$ cat src/rtl/ram4k_arb_pkg.sv
// Shared types and defaults for the RAM4K two-port arbiter.
package ram4k_arb_pkg;

    localparam int ADDR_W_DEF = 12;
    localparam int DATA_W_DEF = 16;
    localparam int LOCK_CNT_W = 8;

    typedef enum logic [1:0] {
        UNLOCKED  = 2'd0,
        LOCKED_P0 = 2'd1,
        LOCKED_P1 = 2'd2
    } arb_state_t;

    function automatic arb_state_t lock_state(input logic port);
        return port ? LOCKED_P1 : LOCKED_P0;
    endfunction

endpackage

$ cat src/rtl/ram4k_arb_grant.sv
// Combinational winner select for the RAM4K arbiter.
// RAM4K_ARB_FIXED_PRIO_EN: port 0 always wins when unlocked; no rr_ptr input.
module ram4k_arb_grant
    import ram4k_arb_pkg::*;
(
    input  logic       valid0,
    input  logic       valid1,
    input  arb_state_t state,
`ifndef RAM4K_ARB_FIXED_PRIO_EN
    input  logic       rr_ptr,
`endif
    output logic       grant0,
    output logic       grant1
);

    always_comb begin
        grant0 = 1'b0;
        grant1 = 1'b0;
        case (state)
            LOCKED_P0: grant0 = valid0;
            LOCKED_P1: grant1 = valid1;
            default: begin
`ifdef RAM4K_ARB_FIXED_PRIO_EN
                grant0 = valid0;
                grant1 = valid1 & ~valid0;
`else
                if (valid0 && valid1) begin
                    grant0 = ~rr_ptr;
                    grant1 = rr_ptr;
                end else begin
                    grant0 = valid0;
                    grant1 = valid1;
                end
`endif
            end
        endcase
    end

endmodule

$ cat src/rtl/ram4k_arbiter.sv
// Two-port arbiter in front of an unmodified RAM4K: one access per cycle,
// registered read response, bounded lock for atomic RMW.
// RAM4K_ARB_FIXED_PRIO_EN selects fixed priority (port 0) instead of round-robin.
//
// state     | meaning
// UNLOCKED  | either port may be granted (round-robin / fixed priority)
// LOCKED_P0 | only port 0 may be granted, lock_cnt counts held cycles
// LOCKED_P1 | only port 1 may be granted, lock_cnt counts held cycles
module ram4k_arbiter
    import ram4k_arb_pkg::*;
#(
    parameter int ADDR_W   = ADDR_W_DEF,
    parameter int DATA_W   = DATA_W_DEF,
    parameter int LOCK_MAX = 15
) (
    input  logic              clk,
    input  logic              rst_n,
    input  logic              p0_valid,
    input  logic              p0_write,
    input  logic              p0_lock,
    input  logic [ADDR_W-1:0] p0_addr,
    input  logic [DATA_W-1:0] p0_wdata,
    output logic              p0_ready,
    output logic              p0_rvalid,
    output logic [DATA_W-1:0] p0_rdata,
    input  logic              p1_valid,
    input  logic              p1_write,
    input  logic              p1_lock,
    input  logic [ADDR_W-1:0] p1_addr,
    input  logic [DATA_W-1:0] p1_wdata,
    output logic              p1_ready,
    output logic              p1_rvalid,
    output logic [DATA_W-1:0] p1_rdata,
    output logic [ADDR_W-1:0] ram_address,
    output logic [DATA_W-1:0] ram_in,
    output logic              ram_load,
    input  logic [DATA_W-1:0] ram_out
);

    localparam int CNT_W = LOCK_CNT_W + 1;
    localparam logic [CNT_W-1:0] LOCK_LIM = CNT_W'(LOCK_MAX);

    arb_state_t            state;
    logic [LOCK_CNT_W-1:0] lock_cnt;
    logic [CNT_W-1:0]      lock_next;
    logic                  lock_expire;
    logic                  owner_release;
    logic                  grant0, grant1;
    logic                  accept0, accept1;
    logic                  rd0, rd1;
    logic [ADDR_W-1:0]     last_addr;
`ifndef RAM4K_ARB_FIXED_PRIO_EN
    logic                  rr_ptr;
`endif

    ram4k_arb_grant u_grant (
        .valid0 (p0_valid),
        .valid1 (p1_valid),
        .state  (state),
`ifndef RAM4K_ARB_FIXED_PRIO_EN
        .rr_ptr (rr_ptr),
`endif
        .grant0 (grant0),
        .grant1 (grant1)
    );

    assign p0_ready = rst_n & grant0;
    assign p1_ready = rst_n & grant1;
    assign accept0  = p0_valid & p0_ready;
    assign accept1  = p1_valid & p1_ready;
    assign rd0      = accept0 & ~p0_write;
    assign rd1      = accept1 & ~p1_write;

    // With no winner the RAM keeps seeing the last granted address.
    assign ram_address = accept1 ? p1_addr : (accept0 ? p0_addr : last_addr);
    assign ram_in      = accept1 ? p1_wdata : p0_wdata;
    assign ram_load    = (accept0 & p0_write) | (accept1 & p1_write);

    // Release fires at the edge where the held count would reach LOCK_MAX.
    assign lock_next     = {1'b0, lock_cnt} + CNT_W'(1);
    assign lock_expire   = lock_next >= LOCK_LIM;
    assign owner_release = (state == LOCKED_P0) ? (accept0 & ~p0_lock)
                                                : (accept1 & ~p1_lock);

    always_ff @(posedge clk) begin
        if (!rst_n) begin
            state     <= UNLOCKED;
            lock_cnt  <= '0;
            p0_rvalid <= 1'b0;
            p1_rvalid <= 1'b0;
            p0_rdata  <= '0;
            p1_rdata  <= '0;
            last_addr <= '0;
`ifndef RAM4K_ARB_FIXED_PRIO_EN
            rr_ptr    <= 1'b0;
`endif
        end else begin
            p0_rvalid <= rd0;
            p1_rvalid <= rd1;
            if (rd0) p0_rdata <= ram_out;
            if (rd1) p1_rdata <= ram_out;
            if (accept0 | accept1) last_addr <= ram_address;
`ifndef RAM4K_ARB_FIXED_PRIO_EN
            if (accept0)      rr_ptr <= 1'b1;
            else if (accept1) rr_ptr <= 1'b0;
`endif
            case (state)
                UNLOCKED: begin
                    if ((accept0 & p0_lock) | (accept1 & p1_lock)) begin
                        state    <= lock_state(accept1);
                        lock_cnt <= LOCK_CNT_W'(1);
                    end
                end
                LOCKED_P0, LOCKED_P1: begin
                    if (owner_release) begin
                        state    <= UNLOCKED;
                        lock_cnt <= '0;
                    end else if (lock_expire) begin
                        state    <= UNLOCKED;
                        lock_cnt <= '0;
`ifndef RAM4K_ARB_FIXED_PRIO_EN
                        rr_ptr   <= (state == LOCKED_P0);
`endif
                    end else if (lock_cnt != '1) begin
                        lock_cnt <= lock_next[LOCK_CNT_W-1:0];
                    end
                end
                default: begin
                    state    <= UNLOCKED;
                    lock_cnt <= '0;
                end
            endcase
        end
    end

endmodule

$ cat config.mk
export PLATFORM = sky130hd
export DESIGN_NAME = ram4k_arbiter
export DESIGN_NICKNAME = d
export VERILOG_FILES = /design/src/rtl/ram4k_arb_pkg.sv /design/src/rtl/ram4k_arb_grant.sv /design/src/rtl/ram4k_arbiter.sv
export SDC_FILE = /design/constraint.sdc
export NUM_CORES = 1
export LEC_CHECK = 0
export CAP_MARGIN = 0
export CORE_ASPECT_RATIO = 1.75
export CORE_MARGIN = 3
export CORE_UTILIZATION = 40
export DETAILED_ROUTE_END_ITERATION = 8
export HOLD_SLACK_MARGIN = 0.06
export PLACE_DENSITY = 0.81
export SLEW_MARGIN = 5
export SYNTH_ARGS = -nofsm -noshare
export SYNTH_HDL_FRONTEND = slang
export SYNTH_HIERARCHICAL = 1
export SYNTH_SLANG_ARGS = --single-unit
$ cat constraint.sdc
create_clock -name clk -period 3.2 [get_ports clk]
set_input_delay 0.32 -clock clk [delete_from_list [all_inputs] [get_ports clk]]
set_output_delay 0.32 -clock clk [all_outputs]
set_load 0.02 [all_outputs]
### After elaboration in Yosys (flattened, before gate mapping)

Index checks and enable logic that the tools add are counted.

* input port bits: 80
* flip-flop bits (word level): 57
* word-level logic and storage cells: 64
* output and inout port bits: 65

* equality and inequality tests: 6
* bitwise operators: 20
* add/sub/neg operators: 1
* magnitude comparators: 1
* reductions and logical operators: 5
* mux-type cells: 23

Operators with widths (number)
* two-way mux 8 bit: 4
* two-way mux 12 bit: 2
* two-way mux 16 bit: 1
* case mux 8 bit (2 select lines): 1
* bitwise AND 1 bit: 12
* adder 8 x 1 -> 9 bit, second input constant: 1
* >= comparator 9 x 4 -> 1 bit, second input constant: 1
* two-way mux 1 bit: 8
* two-way mux 2 bit: 4
* inequality test 8 bit, second input constant: 1
* inverter 1 bit: 5
* inequality test 4 bit, second input constant: 1
* case mux 1 bit (2 select lines): 2
* case mux 2 bit (2 select lines): 1
* AND reduction 2 bit: 2
* inequality test 3 bit, second input constant: 1
* bitwise OR 1 bit: 3
* == test 2 x 1 -> 1 bit, second input constant: 1
* == test 2 bit, second input constant: 1
* zero test 2 bit: 1
* inequality test 2 bit, second input constant: 1
* OR reduction 2 bit: 1
* logical AND 1 bit: 1

### Longest topological paths before layout

* depth in word-level cells: 10
* depth in mapped cells: 12
* mapped depth without buffers: 10

### Hierarchy

Netlist, hierarchy kept.

By module, submodules not included
* ram4k_arbiter: cells each 346, instances 1, sequential area each 1141.1 um2, area each 2772.7 um2
* ram4k_arb_grant: cells each 9, instances 1, sequential area each 0.0 um2, area each 58.8 um2

### Worst setup path after synthesis

Ideal clock, no wire load.

* path kind: reg2out
* start: register state[0]
* end: output ram_address[0]
* setup slack: 0.693 ns
* arrival time: 2.187 ns
* data required time: 2.880 ns
* buffers on the path: 2
* cell stages (with the launch flop): 10
* path through: dfxtp_1 > inv_1 > ha_1 > o21ai_1 > a31oi_1 > and3_1 > buf_2 > buf_2 > mux2i_1 > o21ai_0

* word-level cells in the longest chain between the ends: 6
* elaborated cells on any way between the ends: 10
* those cells by class: eq/ne: 2; mux: 4; bitwise: 4

Ends and longest elaborated chain
* start: declaration: RTL line ram4k_arbiter.sv:43 `arb_state_t state;`
* start signal: assignment: RTL line ram4k_arbiter.sv:110 `state <= lock_state(accept1);`
* == test 2 bit or == test 2 x 1 -> 1 bit (tied branches): RTL line ram4k_arb_grant.sv:19 `case (state)`
* case mux 1 bit (2 select lines) *: RTL line ram4k_arb_grant.sv:19
* net grant0: RTL line ram4k_arbiter.sv:48 `logic grant0, grant1;`
* bitwise AND 1 bit *: RTL line ram4k_arbiter.sv:67 `assign p0_ready = rst_n & grant0;`
* bitwise AND 1 bit *: RTL line ram4k_arbiter.sv:69 `assign accept0 = p0_valid & p0_ready;`
* two-way mux 12 bit * (2 in series): RTL line ram4k_arbiter.sv:75 `assign ram_address = accept1 ? p1_addr : (accept0 ? p0_addr : last_addr);`
* end: declaration: RTL line ram4k_arbiter.sv:34 `output logic [ADDR_W-1:0] ram_address,`

The timed path passes the listed nets; every way through them passes the cells marked *.

### Worst setup path in the final report

* start: register state[0]
* end: output ram_load

* word-level cells in the longest chain between the ends: 6
* elaborated cells on any way between the ends: 11
* those cells by class: eq/ne: 2; mux: 2; bitwise: 7

Ends and longest elaborated chain
* == test 2 bit or == test 2 x 1 -> 1 bit (tied branches): RTL line ram4k_arb_grant.sv:19
* case mux 1 bit (2 select lines) *: RTL line ram4k_arb_grant.sv:19
* net grant1: RTL line ram4k_arbiter.sv:48
* bitwise AND 1 bit *: RTL line ram4k_arbiter.sv:68 `assign p1_ready = rst_n & grant1;`
* bitwise AND 1 bit *: RTL line ram4k_arbiter.sv:70 `assign accept1 = p1_valid & p1_ready;`
* bitwise AND 1 bit *: RTL line ram4k_arbiter.sv:77 `assign ram_load = (accept0 & p0_write) | (accept1 & p1_write);`
* bitwise OR 1 bit *: RTL line ram4k_arbiter.sv:77
* end: declaration: RTL line ram4k_arbiter.sv:36 `output logic ram_load,`

Marks and branches as above.

==> flow_summary.ini <==
[floorplanning]
die_x_um = 69.60
row_count = 40
die_y_um = 117.3
io_pins = 145
coreArea_um2 = 6857
start_util_pct = 41.30
die-area_um2 = 8164

[cts]
post_cts_buffers = 0
cts_sinks = 57
clock_path_buffers = 2
cts_tree = built
cts_buffers = 9
clockRootBuffer = clkbuf_16
h-tree-depth = 3
path_clk_slew_ns = 0.05
hold_buffers = 0
insertion_delay_ns = 0.32

[logic_synthesis]
yosys_warnings = 6
async_flop_share_pct = 0
yosysTopAreaCell = dfxtp_1
ys_seq_area_share_pct = 40.30
synthMostInstantiatedCell = nand2_1
synth_area_leaders = dfxtp_1 40%, nand2_1 17%, a21boi_0 8.2%
synthesis.nets = 442
yosysTopAreaCellShare_pct = 40.30
synth.cell_area_um2 = 2831
avgSynthCellArea_um2 = 7.976
synth_common_cells = 132 x nand2_1, 57 x dfxtp_1, 31 x a21boi_0
synth_edf_count = 0
ys_ff_latch = 57
syn-instance-count = 355
ys_types = 49
synth_ff_type = dfxtp_1

[hold_path]
hp-start = p0_rdata[11]
min_path_cells = 2
min_to = p0_rdata[11]
worst_hold_path_type = flop to flop

[setup_path]
end_kind = primary output
reg2reg_to = lock_cnt[2]
worst_path_largest_cell_delay_ns = 0.62
r2r_cells = 11
cp_slowest_cell = clkdlybuf4s50_1
cp-startpoint = state[0]
crit_path_start_kind = flop
crit_chain = inv_1, ha_1, o21ai_1, a31oi_1, and3_1, buf_12, a22o_1, clkdlybuf4s50_1
critPathKind = flop to primary output
critPathBufInv = 3
crit_arrival_ns = 2.61
crit_fanout = 44
crit_family = buffers and inverters
r2r_slack_ns = 0.66
required_ns = 2.88
r2r-start = state[0]

[drt]
vias = 2952
drtPass1Iterations = 4
avgViaCountPerCell = 5.072
drt_wl_total_um = 8535
met3WireLength_um = 427
ant_nets = 0
top_layer_used = met4
drc = 0
wl_met1_um = 3518
wire_per_inst_um = 14.66
wl_met2_um = 4393
drt_iter0_drc = 191

[timing]
tns_ns = 0
fin_skew_ns = 0.005270
fmax_mhz = 341.7
fin_crit_ns = 2.927
slew_violations = 0
finalHoldViolCount = 0
period_share_pct = 91.47
max_slew_margin_pct = 65.17
worst_slew_pin_slew_ns = 0.5224
setup_viol = 0
rsz0062_at_grt = no

[global_routing]
grt_start_max_net_pins = 59
antenna_found_initial = 0
grt-ovfl-total = 0
grt_pass1_wl_um = 14030
track_usage_pct = 20.94
grt_pass1_vias = 2909

[job]
cap_violations = 0

[status]
status = finished, final reports clean

[power]
leakagePower_nw = 2.134
power_density_nw_per_um2 = 493.1
vdd_drop_max_v = 0.0004058

[finish]
diodes = 0
final_util_pct = 68.14
fin_nets = 580
area_growth_pct = 65.00
drive_above_1_share_pct = 6.225

[placed_design]
hpwl_um = 6326
gp_congestion = 0.8042
port_buffers = 144
## cells by family after synthesis
| kind of cell | after synthesis | share of synthesized area [%] |
|---|---|---|
| adders and majority gates | 7 | 3.093 |
| AOI/OAI and AO/OA | 79 | 21.08 |
| xor gates and xnor gates | 3 | 0.9281 |
| muxes | 12 | 4.242 |
| buffers and inverters | 33 | 4.905 |
| DFF | 57 | 40.30 |
| and+or+nand+nor | 164 | 25.45 |
## tightest hold or removal path, cell delays in order (launching register included)
cell      delay, ns
dfxtp_1        0.30
nand2_1        0.04
a21boi_0       0.06
## layer usage
metal | vias up | global-route usage [%]
li1 | 1477 | -
met1 | 1370 | 24.02
met2 | 88 | 36.54
met3 | 17 | 5.146
met4 | 0 | 8.435
met5 | - | 0
## layout make-up
class,count,area (um2)
Sequential cell,57,1141
Multi-Input combinational cell,265,1554
Timing Repair Buffer,151,1548
Tap cell,84,105.1
Clock buffer,13,250.2
Fill cell,546,2185
Clock inverter,3,40.04
Inverter,9,33.78
## flip-flops by register name, indices dropped and copies added (netlist names)
signal	flops
p0_rdata	16
p1_rdata	16
last_addr	12
lock_cnt	8
state	2
p0_rvalid	1
p1_rvalid	1
rr_ptr	1
## metrics by stage
| stage | instance area [um2] | std cells | hold slack [ns] | power (mW) | worst slack [ns] |
|---|---|---|---|---|---|
| global placement | 4345 | 566 | 0.4465 | 1.382 | 0.4645 |
| CTS | 4636 | 582 | 0.4630 | 2.323 | 0.07193 |
| floorplan | 2831 | 355 | 0.4549 | 1.106 | 0.6930 |
| global route | 4672 | 582 | 0.4791 | 2.413 | 0.08387 |
| finish | 4672 | 582 | 0.4589 | 2.304 | 0.2731 |
| detailed placement | 4345 | 566 | 0.4565 | 1.393 | 0.4168 |
## where the power goes
| part | leakage (nW) | internal, mW | switching, mW | total (mW) |
|---|---|---|---|---|
| clock | 0.144 | 0.620 | 0.305 | 0.925 |
| sequential | 0.461 | 0.742 | 0.0333 | 0.775 |
| combinational | 1.53 | 0.303 | 0.301 | 0.604 |
| total | 2.13 | 1.66 | 0.639 | 2.30 |
## what timing repair did
action                     in CTS  in global routing
hold endpoints to repair        0                  0
setup endpoints to repair       0                 28
resized for setup               0                 14
## worst max path at each step
stage               slack, ns  cells after the start        endpoint
global placement         0.46                      8  ram_address[7]
CTS                      0.07                      9  ram_address[1]
floorplan                0.69                      9  ram_address[0]
detailed placement       0.42                      8  ram_address[0]
finish                   0.27                      8        ram_load
global route             0.08                     10      ram_in[12]
## cells in the final DEF (no fill, tap or decap), types with 3 or more instances in the layout
cell	count
dlymetal6s2s_1	12
mux2i_1	12
dfxtp_1	57
and3_1	7
nand2_1	131
clkbuf_16	9
inv_1	7
o211a_1	13
o21ai_0	14
a21boi_0	31
clkdlybuf4s50_1	131
clkbuf_1	3
buf_4	4
ha_1	7
Note: power is estimated with default switching activity, not from simulation.
